File: src/rtl/irq_ctrl_pkg.sv
// ============================================================================
// Module   : irq_ctrl_pkg
// Purpose  : Shared constants for the J1 interrupt controller.
// Revision : 1.0 - initial release
// ============================================================================
`default_nettype none

package irq_ctrl_pkg;

    localparam int          NUM_IRQ     = 8;

    localparam logic [3:0]  IRQ_PENDING = 4'd0;
    localparam logic [3:0]  IRQ_ENABLE  = 4'd1;
    localparam logic [3:0]  IRQ_MODE    = 4'd2;
    localparam logic [3:0]  IRQ_SWTRIG  = 4'd3;
    localparam logic [3:0]  IRQ_ACTIVE  = 4'd4;

    localparam logic [15:0] IRQ_NONE    = 16'h8000;

endpackage

`default_nettype wire

File: src/rtl/irq_edge.sv
// ============================================================================
// Module   : irq_edge
// Purpose  : Per-source sampler: optional two-flop synchroniser (IRQ_SYNC_EN),
//            previous-sample flop and rising-edge detect.
// Revision : 1.0 - initial release
// ============================================================================
`default_nettype none

module irq_edge (
    input  logic clk,
    input  logic i_src,
    output logic o_s,
    output logic o_rise
);

    // No reset on these flops: they keep sampling through reset so a source
    // held high across reset never looks like a fresh edge afterwards.
`ifdef IRQ_SYNC_EN
    logic r_sync1;
    logic r_sync2;

    always_ff @(posedge clk) begin
        r_sync1 <= i_src;
        r_sync2 <= r_sync1;
    end

    assign o_s = r_sync2;
`else
    assign o_s = i_src;
`endif

    logic r_prev;

    always_ff @(posedge clk) begin
        r_prev <= o_s;
    end

    assign o_rise = o_s & ~r_prev;

endmodule

`default_nettype wire

File: src/rtl/irq_ctrl.sv
// ============================================================================
// Module   : irq_ctrl
// Purpose  : Eight-source interrupt controller for the J1 int_rqst vector with
//            PENDING/ENABLE/MODE/SWTRIG/ACTIVE IO registers.
//            Define IRQ_SYNC_EN to add a two-flop synchroniser per source.
// Revision : 1.0 - initial release
// ============================================================================
`default_nettype none

module irq_ctrl
    import irq_ctrl_pkg::*;
#(
    parameter logic [15:0] BASE_ADDR = 16'h0100
) (
    input  logic        clk,
    input  logic        reset,
    input  logic [7:0]  irq_src,
    input  logic        io_rd,
    input  logic        io_wr,
    input  logic [15:0] io_addr,
    input  logic [15:0] io_dout,
    output logic [15:0] io_din,
    output logic [7:0]  int_rqst
);

    logic [NUM_IRQ-1:0] r_pending;
    logic [NUM_IRQ-1:0] r_enable;
    logic [NUM_IRQ-1:0] r_mode;

    logic [NUM_IRQ-1:0] w_s;
    logic [NUM_IRQ-1:0] w_rise;
    logic [NUM_IRQ-1:0] w_w1c;
    logic [NUM_IRQ-1:0] w_swtrig;
    logic [NUM_IRQ-1:0] w_pending_nxt;
    logic [15:0]        w_active;
    logic               w_hit;
    logic               w_wr;
    logic               w_unused_hi;

    genvar gi;
    generate
        for (gi = 0; gi < NUM_IRQ; gi++) begin : g_src
            irq_edge u_edge (
                .clk    (clk),
                .i_src  (irq_src[gi]),
                .o_s    (w_s[gi]),
                .o_rise (w_rise[gi])
            );
        end
    endgenerate

    assign w_hit       = (io_addr[15:4] == BASE_ADDR[15:4]);
    assign w_wr        = io_wr & w_hit;
    assign w_w1c       = (w_wr && io_addr[3:0] == IRQ_PENDING) ? io_dout[7:0] : '0;
    assign w_swtrig    = (w_wr && io_addr[3:0] == IRQ_SWTRIG)  ? io_dout[7:0] : '0;
    assign w_unused_hi = &{1'b0, io_dout[15:8]};

    // Edge bits: set (rise or software trigger) wins over W1C.
    // Level bits simply track the sampled source.
    assign w_pending_nxt = (r_mode & ((r_pending & ~w_w1c) | w_rise | w_swtrig))
                         | (~r_mode & w_s);

    always_ff @(posedge clk) begin
        if (reset) begin
            r_pending <= '0;
            r_enable  <= '0;
            r_mode    <= '1;
        end else begin
            r_pending <= w_pending_nxt;
            if (w_wr && io_addr[3:0] == IRQ_ENABLE) begin
                r_enable <= io_dout[7:0];
            end
            if (w_wr && io_addr[3:0] == IRQ_MODE) begin
                r_mode <= io_dout[7:0];
            end
        end
    end

    assign int_rqst = r_pending & r_enable;

    // Highest set request wins; later iterations overwrite lower indices.
    always_comb begin
        w_active = IRQ_NONE;
        for (int i = 0; i < NUM_IRQ; i++) begin
            if (int_rqst[i]) begin
                w_active = {13'b0, 3'(i)};
            end
        end
    end

    always_comb begin
        io_din = '0;
        if (io_rd && w_hit) begin
            case (io_addr[3:0])
                IRQ_PENDING: io_din = {8'h00, r_pending};
                IRQ_ENABLE:  io_din = {8'h00, r_enable};
                IRQ_MODE:    io_din = {8'h00, r_mode};
                IRQ_ACTIVE:  io_din = w_active;
                default:     io_din = '0;
            endcase
        end
    end

endmodule

`default_nettype wire

File: config.mk
export PLATFORM = sky130hd
export DESIGN_NAME = irq_ctrl
export DESIGN_NICKNAME = d
export VERILOG_FILES = /design/src/rtl/irq_ctrl_pkg.sv /design/src/rtl/irq_edge.sv /design/src/rtl/irq_ctrl.sv
export SDC_FILE = /design/constraint.sdc
export NUM_CORES = 1
export LEC_CHECK = 0
export ABC_AREA = 1
export BUFFER_PORTS_ARGS = -buffer_cell sky130_fd_sc_hd__clkbuf_2
export CAP_MARGIN = 5
export CORE_ASPECT_RATIO = 0.9
export CORE_UTILIZATION = 50
export CTS_BUF_LIST = sky130_fd_sc_hd__clkbuf_16
export CTS_CLUSTER_SIZE = 10
export DETAILED_ROUTE_END_ITERATION = 10
export GPL_TIMING_DRIVEN = 0
export HOLD_SLACK_MARGIN = 0.1
export PLACE_DENSITY = 0.81
export SLEW_MARGIN = 20
export SYNTH_ARGS = -nofsm -noshare
export SYNTH_HDL_FRONTEND = slang
export SYNTH_HIERARCHICAL = 1
export SYNTH_SLANG_ARGS = --single-unit
File: constraint.sdc
create_clock -name clk -period 1.3 [get_ports clk]
set_input_delay 0.195 -clock clk [delete_from_list [all_inputs] [get_ports clk]]
set_output_delay 0.195 -clock clk [all_outputs]
set_load 0.05 [all_outputs]
* Word-level counts from Yosys, hierarchy flattened
Cells that the tools add are included.
** Word-level totals
- Flip-flop bits (word level) :: 32
- Input port bits :: 44
- Memories kept :: 0
- Bits in writable memories :: 0
- Logic and storage cells :: 60
- Output and inout bits :: 24
- ROM bits :: 0
- Latch bits :: 0
** Cells by class
- Mux-type cells :: 12
- Div/mod/pow operators :: 0
- Reductions and logical operators :: 6
- $add $sub $neg :: 0
- $lt $le $gt $ge :: 0
- Shift operators :: 0
- Eq/ne operators :: 5
- Bitwise logic cells :: 26
- Multipliers :: 0
** Operators with widths (number)
- 16-bit 2-to-1 mux :: 9
- 16-bit one-hot mux with 4 select lines :: 1
- 8-bit bitwise AND :: 4
- 8-bit bitwise OR :: 3
- 8-bit 2-to-1 mux :: 2
- 8-bit inverter :: 2
- 12-bit by 5-bit equality test with 1-bit output (second input constant) :: 1
- 1-bit bitwise AND :: 9
- 4-bit by 2-bit equality test with 1-bit output (second input constant) :: 2
- 1-bit inverter :: 8
- 1-bit logical AND :: 5
- 4-bit by 1-bit equality test with 1-bit output (second input constant) :: 1
- 4-bit by 3-bit equality test with 1-bit output (second input constant) :: 1
- 4-bit zero test :: 1

* Depth between registers and ports, before layout
- Depth after elaboration :: 11
- Depth in mapped cells :: 9
- Mapped depth without buffers :: 9

* Hierarchy
Netlist, hierarchy kept.
** By module, submodules not included
- irq_ctrl :: cells each 254, times used 1, area each 1694.1 sq um, seq. area each 480.5 sq um
- irq_edge :: cells each 4, times used 8, area each 37.5 sq um, seq. area each 20.0 sq um

* Least setup slack after synthesis
OpenSTA, ideal clock, no wires.
- Kind :: register to output
- From :: register r_pending[2]
- To :: output port io_din[0]
- Slack :: -0.676 ns
- Stages on the path, launching flop included :: 10
- Path buffers :: 0
- Arrival time :: 1.781 ns
- Cell sequence :: dfxtp_1 > nand2_1 > inv_1 > o21ai_0 > nand2_1 > nand2_1 > nand2_1 > nand2_1 > nand2_1 > a21oi_1
** On the way
- Word-level cells in the longest chain between the ends :: 9
** Ends and longest elaborated chain
- start: declaration :: line irq_ctrl.sv:26 : logic [NUM_IRQ-1:0] r_pending;
- start signal: assignment :: line irq_ctrl.sv:69 : r_pending <= w_pending_nxt;
- 8-bit bitwise AND :: line irq_ctrl.sv:79 : assign int_rqst = r_pending & r_enable;
- named net int_rqst[2] :: line irq_ctrl.sv:23 : output logic [7:0] int_rqst
- 16-bit 2-to-1 mux (6 in series) :: line irq_ctrl.sv:85 : if (int_rqst[i]) begin
- 16-bit one-hot mux with 4 select lines :: line irq_ctrl.sv:94 : case (io_addr[3:0])
- 16-bit 2-to-1 mux :: line irq_ctrl.sv:93 : if (io_rd && w_hit) begin
- end: declaration :: line irq_ctrl.sv:22 : output logic [15:0] io_din,
The timed path passes the listed nets, and every way through them passes these cells.

* Final worst setup path
- From :: register r_pending[2]
- To :: output port io_din[0]
** On the way
- Word-level cells in the longest chain between the ends :: 9
** Ends and longest elaborated chain (line)
- 8-bit bitwise AND :: irq_ctrl.sv:79
- 16-bit 2-to-1 mux (6 in series) :: irq_ctrl.sv:85
- 16-bit one-hot mux with 4 select lines :: irq_ctrl.sv:94
- 16-bit 2-to-1 mux :: irq_ctrl.sv:93
No other way between the ends.

==> summary.md <==
| Metric | Value |
|---|---|
| Status | finished with violations |
| Failing checks | setup timing |
| Detailed placement HPWL | 3.64 mm |
| Fin crit share | 127% |
| Leading area contributor after synthesis | dfxtp_1 |
| Critical path fanouts, max | 2 |
| Chip Height | 61.9 um |
| Post-synthesis register bit count | 32 |
| Post-DRT Antenna Nets | 0 |
| Pin count of the biggest net entering global routing | 11 |
| H-tree level count | 2 |
| Mean routed wirelength per cell | 15.2 um |
| Peak supply drop | approximately 1.1 mV |
| Vias per cell | 5.30 |
| Clock network fraction of total power | around 48% |
| Hold violation total from the final report | 0 |
| Kind of start point of the critical path | register |
| Avg Cell Area, Syn | 6.97 um2 |
| Count leader, synth | inv_1 |
| Post-synthesis sequential area ratio | 32.1% |
| Max-Cap Viols | 0 |
| Final Core Density | 84.8% |
| Switching Share | 24.6% |
| First-pass GRT wire length | 8.65 mm |
| Async S/R FF share, synth | 0% |
| Starting DRT DRC Count | 177 |
| Area delta synth->final | 59.7% |
| Worst EP arrival | 1.46 ns |
| Worst Skew | 0.00576 ns |
| Initial antenna violation count | 0 |
| Boundary pin count | just under 70 |
| Worst EP required | 1.11 ns |
| P_int | 2.08 mW |
| Yosys top cell area share | 32.1% |
| Die ar. | 0.00425 mm2 |
| Drt pass-1 iters | 5 |
| Mapped Cells | 286 |
| Clk slew on worst S/H paths | 0.05 ns |
| Total GRT Usage | 28.8% |
| Latest clock arrival within the worst-skew pair | 0.28 ns |
| IO Port Bufs | 52 |
| Critical path endpoint category | output pin |
| Synth warn | 6 |
| Vias in the first global route | 1972 |
| Global placer's final weighted congestion | 0.833 |
| Hold WC Path Type | input port to register |
| Unrepaired setup endpoints after global routing | yes |
| Longest Clk Path Bufs | 2 |
| Post-synth cell types | 29 |
| Fillers | 205 |
| Final Slew Violations | 0 |
| Num CTS Buffers | 5 |
| TritonCTS clock tree | yes |
| Final WS setup | -0.354 ns |
| GRT overflow | 0 |
| Root Driver | clkbuf_16 |
| Residual DRC count | 0 |
| Final Instance Area | 0.00319 mm2 |
| Seq pwr share | 37.5% |
| Number of flops mapped to enable cells by yosys | 0 |
| Post-synth top flop | dfxtp_1 |
| Placement-stage cell area | 0.00244 mm2 |
| Layout cells sized above 1 | 47.1% |
| Logic gate share of total power | 15.0% |
| Antenna fix cells | 0 |
| Area of the core | 0.00376 mm2 |
| Placement row count | 21 |
| Die W | 68.6 um |
| Critical setup path kind | register to output pin |
| Top post-synthesis cells by area | dfxtp_1 32%, inv_1 11%, nand2_1 8.3% |
| Final wirelength | 6.49 mm |
| Pwr Density | just under 900 mW/mm2 |
| Cell Area, Synth | roughly 0.0020 mm2 |
| Psw | 681 uW |
| Final setup fails | 10 |
| Initial Util | 53.1% |
| Vias | 2268 |
| Clk sinks | 32 |
| Post-synth top cells | 61 x inv_1, 44 x nand2_1, 35 x nor2_1 |
| Leakage power | around 1.7 nW |
| FMAX | 605 MHz |
| Post-layout min period | 1.65 ns |
| Nets | 425 |
[stage by stage]
| stage | worst slack, ns | total power [mW] | TNS, ns | cells | hold WS [ns] |
|---|---|---|---|---|---|
| 2_1_floorplan | -0.277 | 1.26 | -1.03 | 292 | 0.223 |
| 3_3_place_gp | -0.598 | 1.36 | -6.48 | 390 | 0.327 |
| 3_5_place_dp | -0.642 | 1.37 | -7.71 | 390 | 0.329 |
| 4_1_cts | -0.381 | 2.72 | -2.55 | 426 | 0.214 |
| 5_1_grt | -0.400 | 2.85 | -3.00 | 428 | 0.241 |
| 6_report | -0.354 | 2.77 | -2.50 | 428 | 0.217 |
[worst paths after layout]
| path | startpoint | to | slack [ns] | cells after the start |
|---|---|---|---|---|
| worst min-delay path | io_dout[2] | r_enable[2] | 0.22 | 3 |
| worst max-delay path | r_pending[2] | io_din[0] | -0.35 | 10 |
| worst max register to register | r_pending[3] | r_pending[3] | 0.47 | 3 |
| worst min register to register | r_mode[5] | r_mode[5] | 0.52 | 2 |
[cells in the final DEF (no fill, tap or decap), types with 2 or more instances in the layout]
cell type	count
nor2_4	13
buf_2	2
nor2_1	21
dlygate4sd3_1	8
a21oi_1	21
o21bai_1	9
nand4_1	3
nand4_4	3
nand2_2	10
inv_2	3
nand3_2	2
o22ai_1	7
nor2_2	13
clkinv_1	2
a21oi_2	2
nand2_1	30
nand3_4	3
clkbuf_16	6
o211ai_2	8
nor3_4	2
o21ai_1	2
o21ai_0	15
buf_8	10
buf_6	9
inv_1	57
clkbuf_2	29
buf_4	38
nand2_4	5
dfxtp_1	19
conb_1	7
dfxtp_2	13
[sequential cells by signal, summed over array words and instances, names as in the netlist]
register             cells
r_enable                 8
r_pending                8
g_src.u_edge/r_prev      8
r_mode                   8
[power groups by stage]
stage	combinational [mW]	sequential, mW	clock, mW
floorplan	0.218	1.04	0
global placement	0.313	1.05	0
detailed placement	0.322	1.05	0
CTS	0.373	1.03	1.32
global route	0.451	1.04	1.35
finish	0.414	1.04	1.31
[critical path, cell delays in order (launching register included)]
cell and delay [ns]:
dfxtp_2 0.32, nand2_2 0.09, inv_2 0.05, o21ai_2 0.12, nand2_1 0.06, nand2_1 0.06, nand2_1 0.05, nand2_1 0.06
nand2_2 0.07, a21oi_4 0.14, buf_8 0.16
[metal layers]
metal | part of all wire (%) | up-vias | global-route usage [%] | wire length (um)
met4 | 3.1 | 0 | 15.5 | 204
li1 | - | 1079 | - | -
met1 | 36 | 1023 | 33.1 | 2350
met3 | 8.8 | 30 | 6.02 | 570
met2 | 52 | 136 | 50.3 | 3370
met5 | 0 | - | 0 | 0
[repair_timing]
action                                  in CTS  in global routing
buffers inserted                            20                  2
endpoints found under the setup margin       9                 20
gates cloned                                 0                  0
hold endpoints to repair                     8                  0
pin swaps                                   20                 14
hold buffers                                 8                  0
resized for setup                           53                 58
[logic make-up (layout without fill, tap and decap cells)]
| logic type | after synthesis | count (layout) | synth area share, % |
|---|---|---|---|
| buffers and inverters | 80 | 170 | 18.4 |
| AOI/OAI and AO/OA | 67 | 67 | 21.5 |
| other | 1 | 7 | 0.188 |
| DFF | 32 | 32 | 32.1 |
| and+or+nand+nor | 106 | 106 | 27.8 |
[final cells by class]
| class | count | area [um2] | area share [%] |
|---|---|---|---|
| multi-input cells | 180 | 1240 | 38.8 |
| repair buffers | 82 | 696 | 21.8 |
| flip-flops and latches | 32 | 657 | 20.6 |
| inverters | 62 | 243 | 7.62 |
| plain buffers | 18 | 133 | 4.16 |
| clock buffers | 5 | 125 | 3.93 |
| well taps | 46 | 57.6 | 1.81 |
| clock inverters | 3 | 37.5 | 1.18 |
(Power assumes the default switching activity.)
